===== config.mk =====
export PLATFORM = sky130hd
export DESIGN_NAME = lii_rx_unpack
export DESIGN_NICKNAME = d
export VERILOG_FILES = /design/src/rtl/lii_pkg.sv /design/src/rtl/lii_sync_fifo.sv /design/src/rtl/lii_rx_unpack.sv
export SDC_FILE = /design/constraint.sdc
export NUM_CORES = 1
export LEC_CHECK = 0
export CORE_MARGIN = 2
export CORE_UTILIZATION = 49
export DETAILED_ROUTE_END_ITERATION = 12
export HOLD_SLACK_MARGIN = 0.02
export PLACE_DENSITY = 0.85
export SYNTH_ARGS = -nofsm -noshare
export SYNTH_HDL_FRONTEND = slang
export SYNTH_SLANG_ARGS = --single-unit
export TNS_END_PERCENT = 1

===== constraint.sdc =====
create_clock -name aclk -period 4.1 [get_ports aclk]
set_input_delay 0.615 -clock aclk [delete_from_list [all_inputs] [get_ports aclk]]
set_output_delay 0.615 -clock aclk [all_outputs]
set_load 0.01 [all_outputs]

===== src/rtl/lii_pkg.sv =====
// Shared LII link definitions: ID width, default packing width, node IDs and
// the routing-match helper used by both directions of the link.
package lii_pkg;

    localparam int LII_ID_W       = 8;
    localparam int LII_PW_DEFAULT = 64;

    typedef logic [LII_ID_W-1:0] lii_id_t;

    // Node IDs assigned on the link; the rx block defaults to the first.
    localparam lii_id_t LII_NODE_KERNEL0 = 8'h00;
    localparam lii_id_t LII_NODE_KERNEL1 = 8'h01;
    localparam lii_id_t LII_NODE_HOST    = 8'hF0;

    typedef struct packed {
        lii_id_t src;
        lii_id_t dst;
    } lii_route_t;

    function automatic logic lii_route_match(
        input lii_route_t route,
        input lii_id_t    node_id,
        input logic       check_src,
        input lii_id_t    src_id
    );
        return (route.dst == node_id) && (!check_src || (route.src == src_id));
    endfunction

endpackage


===== src/rtl/lii_sync_fifo.sv =====
// Single-clock FIFO with wrap-bit pointers; head is read straight from storage.
// Push is ignored when full and pop when empty, so callers may gate loosely.
module lii_sync_fifo #(
    parameter int WIDTH = 16,
    parameter int DEPTH = 4
) (
    input  logic                     clk,
    input  logic                     rst_n,
    input  logic                     push_i,
    input  logic                     pop_i,
    input  logic [WIDTH-1:0]         wdata_i,
    output logic [WIDTH-1:0]         rdata_o,
    output logic                     full_o,
    output logic                     empty_o,
    output logic [$clog2(DEPTH):0]   level_o
);

    localparam int AW = $clog2(DEPTH);
    localparam logic [AW:0] PTR_ONE = (AW+1)'(1);

    logic [WIDTH-1:0] mem_q [DEPTH];
    logic [AW:0]      wr_ptr_q, wr_ptr_d;
    logic [AW:0]      rd_ptr_q, rd_ptr_d;
    logic             do_push, do_pop;

    assign full_o  = (wr_ptr_q[AW-1:0] == rd_ptr_q[AW-1:0]) && (wr_ptr_q[AW] != rd_ptr_q[AW]);
    assign empty_o = (wr_ptr_q == rd_ptr_q);
    assign level_o = wr_ptr_q - rd_ptr_q;
    assign rdata_o = mem_q[rd_ptr_q[AW-1:0]];

    assign do_push = push_i && !full_o;
    assign do_pop  = pop_i && !empty_o;

    always_comb begin
        wr_ptr_d = wr_ptr_q;
        rd_ptr_d = rd_ptr_q;
        if (do_push) wr_ptr_d = wr_ptr_q + PTR_ONE;
        if (do_pop)  rd_ptr_d = rd_ptr_q + PTR_ONE;
    end

    always_ff @(posedge clk or negedge rst_n) begin
        if (!rst_n) begin
            wr_ptr_q <= '0;
            rd_ptr_q <= '0;
        end else begin
            wr_ptr_q <= wr_ptr_d;
            rd_ptr_q <= rd_ptr_d;
        end
    end

    // NOTE: storage is deliberately not reset; empty pointers already mask
    // stale entries, and leaving it unreset lets the array map onto RAM.
    always_ff @(posedge clk) begin
        if (do_push) mem_q[wr_ptr_q[AW-1:0]] <= wdata_i;
    end

endmodule


===== src/rtl/lii_rx_unpack.sv =====
// LII receive unpacker: filters flits by node ID, buffers the low DW payload
// bits and streams them to the kernel with a matching clock-enable.
module lii_rx_unpack
    import lii_pkg::*;
#(
    parameter int      PW        = LII_PW_DEFAULT,
    parameter int      DW        = 16,
    parameter lii_id_t NODE_ID   = LII_NODE_KERNEL0,
    parameter int      DEPTH     = 4,
    parameter int      CHECK_SRC = 0,
    parameter lii_id_t SRC_ID    = 8'h00
) (
    input  logic                       aclk,
    input  logic                       arstn,
    input  logic [PW-1:0]              lii_in_p0_tdata,
    input  logic                       lii_in_p0_tvalid,
    output logic                       lii_in_p0_tready,
    input  logic [LII_ID_W-1:0]        lii_in_p0_src,
    input  logic [LII_ID_W-1:0]        lii_in_p0_dst,
    output logic [DW-1:0]              img_stream_tdata,
    output logic                       img_stream_tvalid,
    input  logic                       img_stream_tready,
    output logic                       ce,
    output logic [15:0]                drop_count,
    output logic [$clog2(DEPTH):0]     fifo_level
);

    logic       ready_en_q;
    logic       fifo_full, fifo_empty;
    logic       accept, match, push, drop, pop;
    logic [15:0] drop_q, drop_d;
    lii_route_t route;

    // Upper flit bits carry nothing for this kernel.
    if (PW > DW) begin : g_unused_hi
        logic unused_tdata_hi;
        assign unused_tdata_hi = ^lii_in_p0_tdata[PW-1:DW];
    end

    // Held low through reset so the upstream link sees no ready until one
    // clean edge after release.
    always_ff @(posedge aclk or negedge arstn) begin
        if (!arstn) ready_en_q <= 1'b0;
        else        ready_en_q <= 1'b1;
    end

    assign lii_in_p0_tready = ready_en_q && !fifo_full;

    assign route  = '{src: lii_in_p0_src, dst: lii_in_p0_dst};
    assign match  = lii_route_match(route, NODE_ID, CHECK_SRC != 0, SRC_ID);
    assign accept = lii_in_p0_tvalid && lii_in_p0_tready;
    assign push   = accept && match;
    assign drop   = accept && !match;
    assign pop    = img_stream_tvalid && img_stream_tready;

    // NOTE: combinational next-state uses blocking '=' with a default first,
    // so every path assigns drop_d and no latch is inferred.
    always_comb begin
        drop_d = drop_q;
        if (drop && (drop_q != 16'hFFFF)) drop_d = drop_q + 16'd1;
    end

    // NOTE: state registers use non-blocking '<=' so all flops update together.
    always_ff @(posedge aclk or negedge arstn) begin
        if (!arstn) drop_q <= 16'h0000;
        else        drop_q <= drop_d;
    end

    lii_sync_fifo #(
        .WIDTH (DW),
        .DEPTH (DEPTH)
    ) u_fifo (
        .clk     (aclk),
        .rst_n   (arstn),
        .push_i  (push),
        .pop_i   (pop),
        .wdata_i (lii_in_p0_tdata[DW-1:0]),
        .rdata_o (img_stream_tdata),
        .full_o  (fifo_full),
        .empty_o (fifo_empty),
        .level_o (fifo_level)
    );

    assign img_stream_tvalid = !fifo_empty;
    assign ce                = !fifo_empty;
    assign drop_count        = drop_q;

endmodule


Word level (Yosys, flattened, before mapping)

Memory sizes are Yosys's and may differ from the RTL's.
Index checks and enable logic that the tools add are counted.

Equality and inequality tests: 4
Multiplexer cells: 2
Add/sub/neg operators: 4
Reductions and logical operators: 13

Operators by type and width:

| kind                                                            | count |
|---|---|
| 16-bit by 1-bit adder with 16-bit output, second input constant | 1 |
| 16-bit inequality test, second input constant                   | 1 |
| 1-bit logical AND                                               | 9 |
| 8-bit zero test                                                 | 1 |
| 3-bit by 1-bit adder with 3-bit output, second input constant   | 2 |
| 3-bit == test                                                   | 1 |
| 1-bit zero test                                                 | 3 |
| 3-bit subtractor                                                | 1 |
| 2-bit == test                                                   | 1 |
| 1-bit 2-to-1 mux                                                | 2 |
| 1-bit inequality test                                           | 1 |

Word-level logic and storage cells: 28
Bits in registers: 23
Memory bits (writable): 64
Output and inout bits: 38
Memories kept: 1

Memories:

| memory       | depth | width | rd ports | clocked after memory_dff | wr ports | RTL line            | text |
|---|---|---|---|---|---|---|---|
| u_fifo.mem_q | 4     | 16    | 1        | 0                        | 1        | lii_sync_fifo.sv:21 | `logic [WIDTH-1:0] mem_q [DEPTH];` |

Depth between registers and ports, before layout

Depth after elaboration: 9
Gate-level depth with buffers: 10
Mapped depth without buffers: 7

Hierarchy

Synthesis repeated with hierarchy kept, for this count alone.

Cell total of the unflattened synthesis: 211
Area total of the unflattened synthesis: 3,638.5 um2

By module, submodules not included:

| module        | cells each | area each (um2) | seq. area each (um2) | times used |
|---|---|---|---|---|
| lii_sync_fifo | 129        | 2,772.7         | 2,072.0              | 1 |
| lii_rx_unpack | 82         | 865.8           | 425.4                | 1 |

Least setup slack after synthesis

OpenSTA, ideal clock, no wires.

Kind: flip-flop to flip-flop
Start: reg u_fifo.rd_ptr_q[1]
End: mem u_fifo.mem_q[0][0] (enable)
Cell stages (with the launch flop): 9
Setup slack: 1.317 ns
Clock period less this slack: 2.783 ns
Arrival: 2.410 ns
Required time: 3.726 ns
Cell sequence: dfrtp_1 clkbuf_1 buf_1 inv_1 ha_1 nand2_1 o211ai_4 nor3_4 and2_1

Longest elaborated chain between the ends: 9

RTL lines:

| item                                       | RTL line                                 | text |
|---|---|---|
| start, declared                            | lii_sync_fifo.sv:23                      | `logic [AW:0] rd_ptr_q, rd_ptr_d;` |
| start signal, assigned                     | lii_sync_fifo.sv:47                      | `rd_ptr_q <= rd_ptr_d;` |
| 2-bit == test (*)                          | lii_sync_fifo.sv:26                      | `assign full_o = (wr_ptr_q[AW-1:0] == rd_ptr_q[AW-1:0]) && (wr_ptr_q[AW] != rd_ptr_q[AW]);` |
| 1-bit logical AND (*)                      | lii_sync_fifo.sv:26                      |  |
| 1-bit zero test (*)                        | lii_sync_fifo.sv:31, lii_rx_unpack.sv:47 |  |
| 1-bit logical AND                          | lii_rx_unpack.sv:47                      | `assign lii_in_p0_tready = ready_en_q && !fifo_full;` |
| 1-bit logical AND                          | lii_rx_unpack.sv:51                      | `assign accept = lii_in_p0_tvalid && lii_in_p0_tready;` |
| 1-bit logical AND                          | lii_rx_unpack.sv:52                      | `assign push = accept && match;` |
| 1-bit logical AND (*)                      | lii_sync_fifo.sv:31                      | `assign do_push = push_i && !full_o;` |
| 1-bit 2-to-1 mux (*)                       | lii_sync_fifo.sv:54                      | `if (do_push) mem_q[wr_ptr_q[AW-1:0]] <= wdata_i;` |
| 1-bit 2-to-1 mux (not written as such) (*) | lii_sync_fifo.sv:54                      |  |
| end, declared                              | lii_sync_fifo.sv:21                      |  |

Mark *: on every way between the ends. The rest lies on a longest branch, timed or not.

Worst setup path in the final report

Start: reg u_fifo.wr_ptr_q[0]
End: out fifo_level[2]

Longest elaborated chain between the ends: 1

RTL lines:

| item                   | RTL line            | text |
|---|---|---|
| start, declared        | lii_sync_fifo.sv:22 | `logic [AW:0] wr_ptr_q, wr_ptr_d;` |
| start signal, assigned | lii_sync_fifo.sv:46 | `wr_ptr_q <= wr_ptr_d;` |
| 3-bit subtractor       | lii_sync_fifo.sv:28 | `assign level_o = wr_ptr_q - rd_ptr_q;` |
| end, declared          | lii_rx_unpack.sv:25 | `output logic [$clog2(DEPTH):0] fifo_level` |

Every way passes these cells.

==> impl_results.md <==
- Max transition margin: 0.300
- Top cells by count, synth: edfxtp_1, dfrtp_1, mux4_2
- Syn Area/Cell: about 18 sq um
- Pin count of the biggest net entering global routing: 24
- Count of final max-slew check failures: 0
- Flops & latches, synth: 87
- Antenna viol nets, final: 0
- Leak pwr: roughly 1.6 nW
- CP startpoint: u_fifo.wr_ptr_q[0]$_DFFE_PN0P_
- DPL Wire Length: around 4.3 mm
- DR iter-0 viols: 86
- Post-synth EDFFs: between 60 and 70
- FMAX: roughly 0.35 GHz
- HP Start: drop_count[11]$_DFFE_PN0P_
- Area share of the largest cell type after synthesis: 0.531
- Most frequent cell after synthesis: edfxtp_1
- Chip Width: between 80 and 90 um
- Dominant cell type by area after synthesis: edfxtp_1
- Io pins: 122
- Fin nets: 363
- Clock root cell: clkbuf_8
- H-tree Lvls: 3
- Crit. End Element: primary output
- Power Total: between 2 and 2.5 mW
- Port buffer count: 65
- Final setup violating endpoints: 0
- Power per cell area: 529 nW/um^2
- Clock period minus worst slack: roughly 2800 ps
- N_diodes: 0
- Critical path class: reg -> out
- Die Area: around 8100 sq um
- Main synth FF type: edfxtp_1
- # clock sinks: a little under 90
- CTS resizes: 0
- Status: finished clean
- Ys Warns: 0
- Measured slew at the worst slew-check pin: 1050 ps
- TritonCTS clock tree: built
- Die span in y: ~90 um
- Post-route DRC: 0
- Post-Syn Nets: a little under 300
- Worst R2R Start: u_fifo.wr_ptr_q[0]$_DFFE_PN0P_
- Worst EP arrival: between 2000 and 2500 ps
- # Post-CTS Setup Buffers: 0
- Worst hold path endpoint: drop_count[11]$_DFFE_PN0P_
- Synth Cell Area: ~3600 sq um
- Placed Area: around 4400 sq um
- Initial core utilization: 0.502
- Ys async rst share: 0.264
- Reg2reg path depth: 6
- Total grt overflow: 0
- DR pass1 iterations: 4
- Layout area overhead: 26.2%
- FP Rows: 31
- Final Instance Area: 4570 sq um
- Vias: around 2000
- Num CTS Buffers: 9
- Post-Route Skew: around 19 ps
- Yosys cell types: 38
- CTS Buffer Depth: 2
- Final WL: between 6 and 7 mm
- Area contributors post-synth: edfxtp_1, dfrtp_1, mux4_2, xnor2_1, ha_1
- FF-to-FF setup slack: about 1600 ps
- Vias/cell: between 5 and 6
- Post-CTS Hold Buffers: 0
- RSZ-0062 raised after global routing: false
- Hold Path Depth: 1
- Post-synthesis sequential area ratio: 0.690
- Final Cycle Share: 0.689
- Fin. Hold Viols: 0
- Global-route wire length before repair: about 10 mm
- Hold Path Class: reg -> reg
- Worst vdd ir: about 260 uV
- GRT Util Overall: 0.167
- Std-Cell Core Area: 7210 sq um
- Startpoint types: flip-flop
- Maxcap violations: 0
- Proportion of layout cells with a drive suffix above 1: 0.178
- Critical Path RT: 3480 ps
- Initial antenna violation count: 0
- Number of global-route vias before repair: 2065
- Setup TNS: 0 ps
- Fill cell total of the finished layout: approximately 530
- Avg WL per Cell: roughly 17 um
- Maximum fanout along the worst path: 4
- Routability Congestion: 0.873
- Worst-skew pair later-pin latency: between 300 and 400 ps
- Gate Count Post-Synth: approximately 200
- RR Endpoint: u_fifo.mem_q[0][15]$_DFFE_PP_
- Clock-pin slew on the worst setup and hold paths: approximately 90 ps
[sequential cells by signal (all words and copies together) (netlist names)]
signal           cells
drop_count          16
u_fifo.wr_ptr_q      3
u_fifo.rd_ptr_q      3
ready_en_q           1
u_fifo.mem_q        64
[worst max-delay path by stage]
| stage | end | slack (ps) | cells after the start |
|---|---|---|---|
| detailed placement | u_fifo.mem_q[0][7]$_DFFE_PP_ | 1050 | 4 |
| finish | fifo_level[2] | 1270 | 5 |
| global route | fifo_level[2] | 1120 | 5 |
| floorplan | u_fifo.mem_q[0][0]$_DFFE_PP_ | 1320 | 8 |
| global placement | u_fifo.mem_q[1][7]$_DFFE_PP_ | 1100 | 4 |
| CTS | fifo_level[2] | 1250 | 4 |
[cell type report]
class / count / area (sq um) / area share
inverters: 5 / 18.8 / 0.00411
multi-input cells: 100 / 1070 / 0.234
flip-flops and latches: 87 / 2500 / 0.547
well taps: 99 / 124 / 0.0271
repair buffers: 67 / 666 / 0.146
clock inverters: 7 / 71.3 / 0.0156
clock buffers: 9 / 124 / 0.0271
[where the power goes]
group          leakage (nW)  switching (mW)  internal (mW)
Clock                0.0995           0.335          0.238
Combinational         0.659           0.333          0.466
Sequential            0.868          0.0548          0.989
Total                  1.63           0.723           1.69
[stage by stage]
stage	worst slack [ps]	utilization	hold slack (ps)	cells
4_1_cts	1250	0.633	510	374
3_5_place_dp	1050	0.606	494	358
5_1_grt	1120	0.633	527	374
2_1_floorplan	1320	-	319	198
6_report	1270	0.633	509	374
3_3_place_gp	1100	0.606	492	358
[placed cells by master (no fill, tap or decap), types with 2 or more instances in the layout]
cell,count
and2_1,3
and3_1,3
and4_1,3
buf_4,2
clkbuf_8,9
clkdlybuf4s50_1,65
clkinv_4,2
dfrtp_1,23
edfxtp_1,64
ha_1,8
inv_1,5
inv_6,3
mux2_2,4
mux4_2,16
nand2_1,9
nand3_1,10
nand4_1,3
nor2_1,4
nor3_4,2
o21ai_0,2
or4_4,2
xnor2_1,15
[per-layer routing]
layer,up-vias,track usage,part of all wire
li1,904,-,-
met5,-,0,0
met4,0,0.0654,0.015
met1,960,0.221,0.44
met3,9,0.0436,0.070
met2,80,0.270,0.48
[worst max-delay path, cell delays in order (launching register included)]
cell and delay [ps]:
dfrtp_1 390, inv_1 110, ha_1 200, fa_1 380, xnor2_1 180, clkdlybuf4s50_1 600
[cells by family (layout without fill, tap and decap cells)]
logic type,after synthesis,count (layout),share of synthesized area
AND/OR/NAND/NOR,47,47,0.0857
other,1,1,0.00104
XOR/XNOR,18,18,0.0508
adder cells (fa/ha/maj),9,9,0.0332
flip-flops,87,87,0.690
AO/OA/AOI/OAI,5,5,0.0121
buffers and inverters,11,88,0.0152
multiplexers,20,20,0.112
Power figures use the tool's default switching activity.
